### src/rtl/instr_stack.sv
// instr_stack: hardware return-address stack for CAL/RET/interrupt entry.
// Optional sticky overflow/underflow flag enabled by macro ISP_ERR_EN.
// Ports:
//   clk, rst     : clock, synchronous active-high reset
//   push, pop    : requests from prefetch isp_push / isp_pop
//   addr_in      : return address to save
//   addr_out     : top-of-stack entry (0 when empty), registered-state only
//   depth        : number of valid entries, 0..SDEPTH
//   empty, full  : occupancy flags decoded from depth
//   err          : sticky overflow/underflow flag (0 without ISP_ERR_EN)
module instr_stack #(
    parameter int MINSTW = 8,
    parameter int SDEPTH = 8,
    localparam int SPTRW = $clog2(SDEPTH + 1)
) (
    input  logic              clk,
    input  logic              rst,
    input  logic              push,
    input  logic              pop,
    input  logic [MINSTW-1:0] addr_in,
    output logic [MINSTW-1:0] addr_out,
    output logic [SPTRW-1:0]  depth,
    output logic              empty,
    output logic              full,
    output logic              err
);

    localparam int AW = (SDEPTH > 1) ? $clog2(SDEPTH) : 1;

    logic [MINSTW-1:0] mem_q [SDEPTH];
    logic [MINSTW-1:0] mem_d [SDEPTH];
    logic [SPTRW-1:0]  sp_q;
    logic [SPTRW-1:0]  sp_d;

    logic [AW-1:0] top_idx;
    logic [AW-1:0] nxt_idx;

    // Mutually exclusive request classes.
    logic rep_ev;
    logic psh_ev;
    logic pop_ev;
    logic ovf_ev;
    logic unf_ev;

    assign empty   = (sp_q == '0);
    assign full    = (sp_q == SPTRW'(SDEPTH));
    assign depth   = sp_q;
    assign top_idx = AW'(sp_q - SPTRW'(1));
    assign nxt_idx = AW'(sp_q);

    assign addr_out = empty ? '0 : mem_q[top_idx];

    // Push+pop on an empty stack degrades to a plain push.
    assign rep_ev = push & pop & ~empty;
    assign psh_ev = push & ~rep_ev & ~full;
    assign ovf_ev = push & ~rep_ev & full;
    assign pop_ev = pop & ~push & ~empty;
    assign unf_ev = pop & ~push & empty;

    always_comb begin
        sp_d  = sp_q;
        mem_d = mem_q;
        unique case (1'b1)
            rep_ev: mem_d[top_idx] = addr_in;
            psh_ev: begin
                mem_d[nxt_idx] = addr_in;
                sp_d           = sp_q + SPTRW'(1);
            end
            pop_ev: sp_d = sp_q - SPTRW'(1);
            default: ;
        endcase
    end

    always_ff @(posedge clk) begin
        if (rst) begin
            sp_q <= '0;
        end else begin
            sp_q <= sp_d;
        end
    end

    // Contents need no reset: nothing reads them while empty.
    always_ff @(posedge clk) begin
        mem_q <= mem_d;
    end

`ifdef ISP_ERR_EN
    logic err_q;
    logic err_d;

    assign err_d = err_q | ovf_ev | unf_ev;
    assign err   = err_q;

    always_ff @(posedge clk) begin
        if (rst) begin
            err_q <= 1'b0;
        end else begin
            err_q <= err_d;
        end
    end
`else
    logic unused_ev;

    assign unused_ev = ovf_ev | unf_ev;
    assign err       = 1'b0;
`endif

endmodule

### config.mk
export PLATFORM = sky130hd
export DESIGN_NAME = instr_stack
export DESIGN_NICKNAME = d
export VERILOG_FILES = /design/src/rtl/instr_stack.sv
export SDC_FILE = /design/constraint.sdc
export NUM_CORES = 1
export LEC_CHECK = 0
export CORE_ASPECT_RATIO = 1.75
export CORE_MARGIN = 5
export CORE_UTILIZATION = 50
export DETAILED_ROUTE_END_ITERATION = 10
export GPL_TIMING_DRIVEN = 0
export PLACE_DENSITY = 0.77
export SYNTH_ARGS = -nofsm -noshare
export SYNTH_HDL_FRONTEND = slang
export SYNTH_SLANG_ARGS = --single-unit
export TNS_END_PERCENT = 1
### constraint.sdc
create_clock -name clk -period 5.67 [get_ports clk]
set_input_delay 1.134 -clock clk [delete_from_list [all_inputs] [get_ports clk]]
set_output_delay 1.134 -clock clk [all_outputs]
set_load 0.02 [all_outputs]
Yosys cells after proc, flatten, opt, wreduce, memory -nomap -nowiden --
Index checks and enable logic that the tools add are counted.
Storage, ports and cells: flip-flop bits (word level) 68, latch bits 0, bits in writable memories 0, bits in read-only memories 0, output and inout bits 15, logic and storage cells 45, memories 0
Operators by class: add/subtract/negate cells 2, $mul 0, divide/modulo/power cells 0, magnitude comparators 4, equality and inequality tests 1, shifts and indexed selects 0, multiplexer cells 12, bitwise logic cells 12, reduce and logical (&&, ||, !) cells 5
Operators with widths (number):
- 64-bit bitwise mux | 2
- 64-bit case mux with 2 select lines | 1
- 8-bit demux with 3-bit select | 2
- 8-bit two-way mux | 5
- 8-bit binary-select mux with 3-bit select | 1
- 4-bit >= comparator (second input constant) | 2
- 4-bit by 1-bit < comparator with 1-bit output (second input constant) | 2
- 3-bit inverter with 4-bit output | 2
- 4-bit case mux with 2 select lines | 1
- 1-bit AND | 6
- 4-bit by 1-bit adder with 4-bit output (second input constant) | 1
- 4-bit == test (second input constant) | 1
- 4-bit logical NOT | 1
- 1-bit inverter | 4
- 2-bit nonzero test | 2
- 4-bit by 1-bit subtractor with 4-bit output (second input constant) | 1
- 1-bit logical AND | 2

Depth between registers and ports, before layout --
Gate-level depths: netlist (run 1).
depth in word-level cells 8, depth in mapped cells 8

Worst setup path before layout (run 1) --
OpenSTA, ideal clock, no wires.
path type register to output, from reg sp_q[1], in the netlist depth[1], to out addr_out[0], arrival 2.072 ns, setup slack 2.464 ns, cell stages (with the launch flop) 7, buffers on the path 1, cell sequence dfxtp_1 > inv_1 > ha_1 > buf_1 > mux4_2 > nand2_1 > a21oi_1
On the way: longest elaborated chain between the ends 6, elaborated cells between the ends (all ways) 7
RTL lines:
- start: declaration | RTL line 32 | logic [SPTRW-1:0] sp_q;
- start signal: assignment | RTL line 78 | sp_q <= sp_d;
- 4-bit by 1-bit subtractor with 4-bit output
- 3-bit inverter with 4-bit output (implied by the code) | RTL line 51 | assign addr_out = empty ? '0 : mem_q[top_idx];
- 8-bit binary-select mux with 3-bit select | RTL line 51
- 8-bit two-way mux (implied by the code) (2 in series) | RTL line 51
- 8-bit two-way mux * | RTL line 51
- end: declaration | RTL line 21 | output logic [MINSTW-1:0] addr_out,
Mark *: on every way between the ends. The rest lies on a longest branch, timed or not. The select of a mux whose other input is x is not followed.

Final worst setup path (run 1) --
Ends and elaborated chain as after synthesis.

==> summary.md, run 1 <==
| Metric | Value |
|---|---|
| Clock Sinks | between 60 and 70 |
| Fillers | roughly 530 |
| Yosys top cell by area | edfxtp_1 |
| Worst-path clk slew | ~0.050 ns |
| Post-synthesis cell count | approximately 250 |
| Vias/cell | about 5.6 |
| Nets | between 200 and 300 |
| Initial DRC Count | 140 |
| Netlist cell types | 38 |
| Worst setup EP type | primary output |
| ANT nets after route | 0 |
| Gr ovfl total | 0 |
| Input/output buffers | 25 |
| Post-CTS Setup Repair Bufs | 0 |
| Hold violation count in the final report | 0 |
| Drt pass-1 iters | 4 |
| Crit share post-route | around 75% |
| DP Area | around 3700 um2 |
| Syn_nets | around 260 |
| Share of layout cells above drive strength 1 | around 14% |
| Ys async rst share | 0% |
| CP arrival | ~3.1 ns |
| Setup TNS | 0 ns |
| Placement Rows | 39 |
| Max Root-Sink Buffers | 2 |
| Setup Skew | approximately 0.0044 ns |
| Max transition margin | between 30% and 40% |
| Slew Limit Fails | 0 |
| Worst-path cell chain | inv_1 > ha_1 > buf_1 > mux4_2 > nand2_1 > a21oi_1 > clkdlybuf4s50_1 |
| Post-CTS sizing | 0 |
| Largest net degree at the start of global routing | 11 |
| Latest clock arrival within the worst-skew pair | about 0.33 ns |
| Die width | 72.26 um |
| Critical Path Max Stage Delay | 0.64 ns |
| Status | complete, no violations |
| Die area | around 8600 um2 |
| Pwr per Cell Area | between 400 and 500 nW/um2 |
| H-tree depth | 3 |
| Initial antenna violation count | 0 |
| Syn Std Cell Area | around 3400 um2 |
| Vias in the first global route | approximately 2100 |
| Finished Cell Area | 3996 um2 |
| CTS buffer count | 9 |
| HP Class | flop to flop |
| DR vias | roughly 2000 |
| CP max FO | 10 |
| Worst-Margin Slew | about 0.9 ns |
| Clock root buffer | clkbuf_16 |
| Top achievable clock speed | about 230 MHz |
| Tmin final | 4.277 ns |
| CP startpoint kind | flop |
| Sequential Area | between 2000 and 2500 um2 |
| IO Pins | 27 |
| Initial Utilization | 51.49% |
| TritonCTS clock tree | done |
| # setup viols final | 0 |
| Seq/Total Area, Yosys | 59.02% |
| Worst vdd ir | a little under 0.0003 V |
| Routed length per instance | 19.38 um |
| Remaining DRCs | 0 |
| Die Y | between 100 and 150 um |
| Synth top area cells | edfxtp_1 (57%), mux4_2 (11%), and2_1 (10%), nor2b_1 (3.5%), dfxtp_1 (2.4%) |
| Synth Flop Type | edfxtp_1 |
| Core Area | between 6000 and 7000 um2 |
| Register bit total from synthesis | 68 |
| Syn avg cell area | 13.84 um2 |
| RSZ-0062 raised after global routing | no |
| Post-synth top area share | a little under three fifths |
| Lkg Pwr | ~0.0014 uW |
| Multi-input gate area | between 1000 and 1500 um2 |
| GRT Util Overall | about 18% |
| Hold-fix buffers, CTS | 0 |
| Critical path's slowest cell | clkdlybuf4s50_1 |
| Maxcap violations | 0 |
| DP HPWL | between 5 and 6 mm |
| Synth warn | 0 |
| CP Data Required Time | ~4.5 ns |
| First-pass GRT wire length | roughly 11 mm |
| Synth-to-layout area growth | 17.82% |
| Final WL | between 7 and 8 mm |
| Crit Path Class | flop to primary output |
| Placer Congestion | approximately 0.82 |
| Post-synth EDFFs | 64 |
| N_diodes | 0 |
==> power by group <==
group,internal (uW),switching [uW],total (uW)
clock,291,186,476
sequential,644,23.6,668
combinational,283,378,662
total,1220,587,1810
==> area by class of cell <==
class                   instances  share of cell area (%)
well taps                      82                   2.567
plain buffers                  10                   1.221
flip-flops and latches         68                   50.09
clock buffers                  12                   5.917
clock inverters                 3                  0.3757
inverters                       4                  0.3757
multi-input cells             163                   33.19
repair buffers                 25                   6.262
==> critical path, delay by kind of cell (launching register included) <==
family	cells	cell delay [ns]
fa+ha+maj	1	0.39
buf+inv	3	1.29
flops	1	0.53
mux	1	0.35
compound gates	1	0.19
simple gates	1	0.06
==> synthesized netlist by cell type, drive strengths merged (2+ instances only) <==
| master | instances |
|---|---|
| inv | 4 |
| ha | 2 |
| nand2 | 18 |
| and3 | 3 |
| o21a | 2 |
| nor3b | 2 |
| edfxtp | 64 |
| nand2b | 4 |
| and2 | 56 |
| mux4 | 16 |
| a2bb2oi | 2 |
| mux2 | 2 |
| nor2b | 19 |
| a21oi | 11 |
| nor2 | 4 |
| buf | 10 |
| dfxtp | 4 |
| nor3 | 4 |
| o32ai | 2 |
| mux2i | 3 |
==> logic make-up after synthesis <==
group | after synthesis | share of synthesized area [%]
and+or+nand+nor | 112 | 19.18
DFF | 68 | 59.02
AOI/OAI and AO/OA | 25 | 6.382
muxes | 21 | 12.17
buffers and inverters | 14 | 1.881
adders and majority gates | 2 | 0.7376
xor gates and xnor gates | 2 | 0.5165
other | 1 | 0.1106
==> metal layers <==
metal  routed length (um)  track usage [%]  part of all wire [%]  up-vias
met4                  228            9.647                   3.2        0
met3                  327            3.457                   4.6       11
met2                 3944            31.62                    55       64
met5                    0                0                     0        -
li1                     -                -                     -      963
met1                 2611            20.37                    37     1002
==> path summary, 6_finish.rpt <==
path              startpoint          end  slack [ns]  depth (start not counted)
hold reg to reg     depth[3]     depth[3]        0.63                          2
hold / removal      depth[3]     depth[3]        0.63                          2
setup reg to reg    depth[1]    mem_q[15]        2.17                          7
setup / recovery    depth[1]  addr_out[0]        1.39                          7
==> stage by stage <==
step                total power [uW]  hold slack [ns]  instances  util (%)  setup slack, ns
global placement                1328           0.5957        352     56.85            1.710
finish                          1806           0.6257        367     60.66            1.393
CTS                             1821           0.6381        367     60.66            1.345
global route                    1898           0.6805        367     60.66            1.133
floorplan                       1113           0.6403        245         -            2.464
detailed placement              1346           0.6274        352     56.85            1.716
==> layout by cell type, fill, tap and decap left out, types with 2 or more instances in the layout <==
master | Yosys | final
dfxtp_1 | 4 | 4
o21a_1 | 2 | 2
ha_1 | 2 | 2
buf_1 | 3 | 3
inv_1 | 4 | 4
nand2_1 | 18 | 18
and3_1 | 3 | 3
mux2i_1 | 3 | 3
nor2_1 | 4 | 4
clkbuf_1 | 0 | 3
nor3_1 | 4 | 4
clkbuf_16 | 0 | 9
clkdlybuf4s50_1 | 0 | 25
clkinv_2 | 0 | 3
a21oi_1 | 11 | 11
edfxtp_1 | 64 | 64
and2_1 | 56 | 56
a2bb2oi_1 | 2 | 2
mux4_2 | 16 | 16
nor2b_1 | 19 | 19
buf_2 | 6 | 6
nand2b_1 | 4 | 4
==> registers in the layout, indices dropped and copies added (netlist names) <==
register and count:
depth 4, mem_q 64
No activity file was read; power rests on OpenSTA's default activity.
==> run 2, diff against run 1 <==
--- a/config.mk
+++ b/config.mk
@@ -10,7 +10,7 @@
 export CORE_UTILIZATION = 50
 export DETAILED_ROUTE_END_ITERATION = 10
 export GPL_TIMING_DRIVEN = 0
-export PLACE_DENSITY = 0.77
+export PLACE_DENSITY = 0.8
 export SYNTH_ARGS = -nofsm -noshare
 export SYNTH_HDL_FRONTEND = slang
 export SYNTH_SLANG_ARGS = --single-unit
==> constraint.sdc (replaced) <==
create_clock -name clk -period 3.81 [get_ports clk]
set_input_delay 0.762 -clock clk [delete_from_list [all_inputs] [get_ports clk]]
set_output_delay 0.762 -clock clk [all_outputs]
set_load 0.02 [all_outputs]
==> summary.md, run 2 (same netlist as run 1, synthesis figures left out) <==
| Metric | Value |
|---|---|
| Status | complete, no violations |
| Critical path's slowest cell | mux4_2 |
| Die width | 72.26 um (unchanged) |
| Hold violation count in the final report | 0 (unchanged) |
| DR vias | 2070 (+1.5%) |
| HP Class | flop to flop |
| Slew Limit Fails | 0 (unchanged) |
| Worst-path clk slew | 0.05 ns (about the same) |
| Max Root-Sink Buffers | 2 (unchanged) |
| Placer Congestion | 0.8341 (+1.6%) |
| Input/output buffers | 25 (unchanged) |
| Commonest non-fill, non-tap cell in the layout | edfxtp_1 |
| CP Data Required Time | 3.05 ns (-1.49 ns) |
| Non-Filler Instances | 368 (+0.27%) |
| Worst-path cell chain | buf_2 > buf_1 > mux4_2 > nand2_1 > a21oi_1 > clkdlybuf4s50_1 |
| Crit Path Class | flop to primary output |
| Final Util | 61.31% (+0.65 points) |
| Die Y | 119.0 um (unchanged) |
| Critical Path Max Stage Delay | 0.62 ns (-0.02 ns) |
| Worst vdd ir | 0.0003649 V (+25%) |
| GRT Util Overall | 18.94% (+0.80 points) |
| CP arrival | 2.83 ns (-0.31 ns) |
| # setup viols final | 0 (unchanged) |
| Largest Register | mem_q |
| Register-to-Register Path Depth | 8 (+1) |
| Post-CTS Setup Repair Bufs | 0 (unchanged) |
| Initial Utilization | 51.49% (unchanged) |
| Largest delay share family, worst path | buffers and inverters |
| Initial antenna violation count | 0 (unchanged) |
| Vias in the first global route | 2161 (+0.61%) |
| Setup TNS | 0 ns (unchanged) |
| TritonCTS clock tree | done |
| Crit share post-route | about 94% |
| CP max FO | 10 (unchanged) |
| Drt pass-1 iters | 4 (unchanged) |
| Gr ovfl total | 0 (unchanged) |
| CTS buffer count | 9 (unchanged) |
| Max transition margin | 38.41% (-1.1 points) |
| First-pass GRT wire length | 11.56 mm (+2.9%) |
| DP Area | 3745 um2 (unchanged) |
| Core Area | 6588 um2 (unchanged) |
| RSZ-0062 raised after global routing | no |
| Gr busiest metal | met2 |
| Vias/cell | 5.625 (+1.2%) |
| CP startpoint kind | flop |
| Finished Cell Area | 4039 um2 (+1.1%) |
| Final WL | 7.331 mm (+3.1%) |
| Most frequent cells in the layout | edfxtp_1 (64), and2_1 (56), clkdlybuf4s50_1 (25) |
| Placement Rows | 39 (unchanged) |
| Dpl cells | 352 (unchanged) |
| IO Pins | 27 (unchanged) |
| Final Power | 2774 uW (+54%) |
| GR Layer Usage met2 | 33.16% (+1.5 points) |
| Tmin final | 3.593 ns |
| ANT nets after route | 0 (unchanged) |
| Initial DRC Count | 143 (+2.1%) |
| Worst Path Buf+Inv | 3 (unchanged) |
| H-tree depth | 3 (unchanged) |
| Latest clock arrival within the worst-skew pair | 0.33 ns (about the same) |
| Share of layout cells above drive strength 1 | 15.73% (+1.3 points) |
| Met1 track demand over resource | 20.54% (+0.17 points) |
| Top achievable clock speed | 278.3 MHz |
| Clock root buffer | clkbuf_16 |
| Clock Sinks | 68 (unchanged) |
| Largest net degree at the start of global routing | 12 (+1) |
| Worst setup EP type | primary output |
| Maxcap violations | 0 (unchanged) |
| Die area | 8596 um2 (unchanged) |
| GR Layer Usage met3 | 4.047% (+0.59 points) |
| Routed length per instance | 19.92 um (+2.8%) |
| DP HPWL | 5.038 mm (+0.70%) |
| N_diodes | 0 (unchanged) |
| Critical path depth in cells | 6 (-1) |
| Synth-to-layout area growth | 19.07% |
| Nets | 295 (unchanged) |
| Max reg flops | 64 (unchanged) |
| Remaining DRCs | 0 (unchanged) |
| Worst-Margin Slew | 0.8981 ns (-0.007359 ns) |
| Setup Skew | 0.005291 ns (+0.0008431 ns) |
| Lkg Pwr | 0.001427 uW (+1.2%) |
| Pwr per Cell Area | 686.9 nW/um2 (+52%) |
| Hold depth | 2 (unchanged) |
[run 2: report_power, final]
part | leakage [uW] | internal [uW] | switching [uW]
sequential | 0.000640 | 960 | 35.8
combinational | 0.000652 | 425 | 571
clock | 0.000135 | 495 | 288
[run 2: path summary, 6_finish.rpt]
check | start | slack (ns) | to
setup reg to reg | depth[1] | 0.49 | mem_q[51]
hold reg to reg | depth[3] | 0.64 | depth[3]
hold / removal | depth[3] | 0.64 | depth[3]
setup / recovery | depth[0] | 0.22 | addr_out[6]
[run 2: tightest hold or removal path, stage by stage, from the launching register on]
cell     delay [ns]
dfxtp_1        0.37
nor2_1         0.11
mux2_1         0.13
[run 2: cell type report]
class	instances	area, um2
Buffer	10	51.30
Clock buffer	9	225.2
Clock inverter	7	57.56
Fill cell	528	2549
Inverter	4	15.01
Multi-Input combinational cell	163	1334
Sequential cell	68	2003
Tap cell	82	102.6
Timing Repair Buffer	25	250.2
[run 2: timing repair]
| item | CTS | global route |
|---|---|---|
| resized for setup | 2 | 2 |
| endpoints found under the setup margin | 8 | 8 |
| hold buffers | 0 | 0 |
[run 2: metal layers]
layer | up-vias | part of all wire, %
met5 | - | 0
met4 | 0 | 3.4
met3 | 13 | 4.5
met2 | 73 | 55
met1 | 1008 | 37
li1 | 976 | -
[run 2: metrics by stage]
step / hold WS (ns) / setup WS, ns
2_1_floorplan: 0.6403 / 0.8202
3_3_place_gp: 0.5920 / 0.2256
3_5_place_dp: 0.6171 / 0.2482
4_1_cts: 0.6439 / 0.07080
5_1_grt: 0.7008 / 0.03189
6_report: 0.6367 / 0.2170
==> run 3, diff against run 2 <==
--- a/config.mk
+++ b/config.mk
@@ -10,7 +10,8 @@
 export CORE_UTILIZATION = 50
 export DETAILED_ROUTE_END_ITERATION = 10
 export GPL_TIMING_DRIVEN = 0
-export PLACE_DENSITY = 0.8
+export PLACE_DENSITY = 0.77
+export SETUP_SLACK_MARGIN = 0.05
 export SYNTH_ARGS = -nofsm -noshare
 export SYNTH_HDL_FRONTEND = slang
 export SYNTH_SLANG_ARGS = --single-unit
==> constraint.sdc (replaced) <==
create_clock -name clk -period 3.8 [get_ports clk]
set_input_delay 0.76 -clock clk [delete_from_list [all_inputs] [get_ports clk]]
set_output_delay 0.76 -clock clk [all_outputs]
set_load 0.02 [all_outputs]
==> summary.md, run 3 (same netlist as run 1, synthesis figures left out) <==
| Metric | Value |
|---|---|
| FF-to-FF End | mem_q[18] |
| Gr busiest metal | met2 |
| Nets | 295 (unchanged) |
| Critical path's slowest cell | mux4_2 |
| N_diodes | 0 (unchanged) |
| Dpl cells | 352 (unchanged) |
| Hold violation count in the final report | 0 (unchanged) |
| CP Data Required Time | 3.04 ns (about the same) |
| Lkg Pwr | 0.001424 uW (-0.22%) |
| Share of total power in combinational logic | 36.9% (+1.0 points) |
| CP max FO | 10 (unchanged) |
| Share of layout cells above drive strength 1 | 16.14% (+0.41 points) |
| HP Class | flop to flop |
| Placement Rows | 39 (unchanged) |
| First-pass GRT wire length | 11.26 mm (-2.6%) |
| Final Util | 60.95% (-0.36 points) |
| Hold Path Sink | depth[3] |
| Crit share post-route | between 90 and 100% |
| Core Area | 6588 um2 (unchanged) |
| Max transition margin | 39.41% (+0.99 points) |
| Initial Utilization | 51.49% (unchanged) |
| Commonest non-fill, non-tap cell in the layout | edfxtp_1 |
| Post-CTS Setup Repair Bufs | 0 (unchanged) |
| Initial DRC Count | 141 (-1.4%) |
| GR Layer Usage met3 | 3.457% (-0.59 points) |
| Routed length per instance | 19.54 um (-1.9%) |
| Hold-fix buffers, CTS | 0 (unchanged) |
| Largest Register | mem_q |
| Sequential share of power | 37.0% (+1.1 points) |
| Post-CTS sizing | 3 (+1) |
| Fillers | 524 (-0.76%) |
| Setup slack, reg-to-reg | 0.53 ns (+0.04 ns) |
| Initial antenna violation count | 0 (unchanged) |
| Worst-path clk slew | 0.05 ns (about the same) |
| Maxcap violations | 0 (unchanged) |
| DP Area | 3745 um2 (unchanged) |
| Die Y | 119.0 um (unchanged) |
| Non-Filler Instances | 367 (-0.27%) |
| Register-to-Register Path Depth | 8 (unchanged) |
| Met1 track demand over resource | 20.61% (+0.067 points) |
| ANT nets after route | 0 (unchanged) |
| Worst setup EP type | primary output |
| Worst vdd ir | 0.0004490 V (+23%) |
| Pwr per Cell Area | 673.2 nW/um2 (-2.0%) |
| Placer Congestion | 0.8212 (-1.5%) |
| Tmin final | approximately 3.6 ns |
| Critical path depth in cells | 6 (unchanged) |
| Switching Fraction | 32.47% (+0.21 points) |
| RSZ-0062 raised after global routing | no |
| Largest delay share family, worst path | buffers and inverters |
| Crit Path Class | flop to primary output |
| Finished Cell Area | 4015 um2 (-0.59%) |
| GRT Util Overall | 18.20% (-0.75 points) |
| Worst Path Buf+Inv | 3 (unchanged) |
| TritonCTS clock tree | done |
| Status | complete, no violations |
| Remaining DRCs | 0 (unchanged) |
| Setup TNS | 0 ns (unchanged) |
| Max Root-Sink Buffers | 2 (unchanged) |
| Clock power share | 26.2% (-2.0 points) |
| Critical Path Max Stage Delay | 0.62 ns (about the same) |
| Latest clock arrival within the worst-skew pair | 0.33 ns (about the same) |
| Max reg flops | 64 (unchanged) |
| Synth-to-layout area growth | 18.37% |
| Worst reg2reg startpoint | depth[1] |
| Largest net degree at the start of global routing | 11 (-1) |
| CP startpoint kind | flop |
| Hold depth | 2 (unchanged) |
| CTS buffer count | 9 (unchanged) |
| Multi-input gate area | 1341 um2 (+0.56%) |
| # setup viols final | 0 (unchanged) |
| IO Pins | 27 (unchanged) |
| CP arrival | 2.81 ns (-0.02 ns) |
| Input/output buffers | 25 (unchanged) |
| Sequential Area | 2003 um2 (unchanged) |
| Vias in the first global route | 2155 (-0.28%) |
| GR Layer Usage met2 | 31.16% (-2.0 points) |
| Most frequent cells in the layout | edfxtp_1 (64), and2_1 (56), clkdlybuf4s50_1 (25) |
| Setup Skew | 0.005311 ns (+0.00002012 ns) |
| Beginning of the worst hold path | depth[3] |
| Worst-path cell chain | buf_2 > buf_1 > mux4_2 > nand2_1 > a21oi_1 > clkdlybuf4s50_1 |
| Vias/cell | 5.649 (+0.42%) |
| Top achievable clock speed | 280.3 MHz |
| Drt pass-1 iters | 4 (unchanged) |
| P_int | 1825 uW (-2.9%) |
| H-tree depth | 3 (unchanged) |
| Die width | 72.26 um (unchanged) |
| DR vias | 2073 (+0.14%) |
| DP HPWL | 5.003 mm (-0.69%) |
| Clock Sinks | 68 (unchanged) |
| Final Power | 2703 uW (-2.6%) |
| Gr ovfl total | 0 (unchanged) |
| Clock root buffer | clkbuf_16 |
| Sw Pwr | 877.7 uW (-1.9%) |
| Final WL | 7.172 mm (-2.2%) |
| Die area | 8596 um2 (unchanged) |
| Worst-Margin Slew | 0.8836 ns (-0.01449 ns) |
| Slew Limit Fails | 0 (unchanged) |
==> run 3: cell count changes in the layout (fill, tap and decap cells not counted), sizes merged <==
cell      before  now
clkbuf         9   12
clkinv         5    3
bufinv         1    0
clkinvlp       1    0
==> run 3: worst max-delay path by stage <==
stage,startpoint,endpoint,slack (ns)
global placement,depth[1],addr_out[7],0.21
detailed placement,depth[1],addr_out[7],0.22
finish,depth[0],addr_out[5],0.23
global route,depth[0],addr_out[5],0.05
CTS,depth[1],addr_out[7],0.16
floorplan,depth[1],mem_q[48],0.81
==> run 3: power groups by stage <==
stage	clock network [uW]	registers (uW)	logic (uW)
final	707	999	997
after global routing	749	1010	1090
after CTS	719	999	1000
after detailed placement	0	1010	995
after global placement	0	1010	975
after floorplan	0	1010	652
==> run 3: routing by layer <==
metal	routed length [um]	up-vias
li1	-	963
met1	2622	1030
met2	3951	68
met3	336	12
met4	261	0
met5	0	-
==> run 3: stage by stage <==
stage,setup WS [ns],hold WS [ns]
5_1_grt,0.05485,0.6805
6_report,0.2325,0.6269
4_1_cts,0.1550,0.6381
3_3_place_gp,0.2145,0.5957
2_1_floorplan,0.8102,0.6403
3_5_place_dp,0.2202,0.6274
==> run 3: worst register-to-register path, cell delays in order, from the launching register on <==
cell and delay (ns):
dfxtp_2 0.43, inv_1 0.12, ha_1 0.18, buf_2 0.18, and3b_1 0.17, buf_2 0.15, a211oi_4 0.47, mux2i_1 0.81
nor2_1 0.42
==> run 3: layout make-up <==
class                      count  share of cell area (%)
inverter                       4                  0.3739
clock inverter                 3                  0.3739
clock buffer                  12                   5.890
buffer                        10                   1.278
multi-input combinational    163                   33.41
timing repair buffer          25                   6.232
tap                           82                   2.555
sequential                    68                   49.89
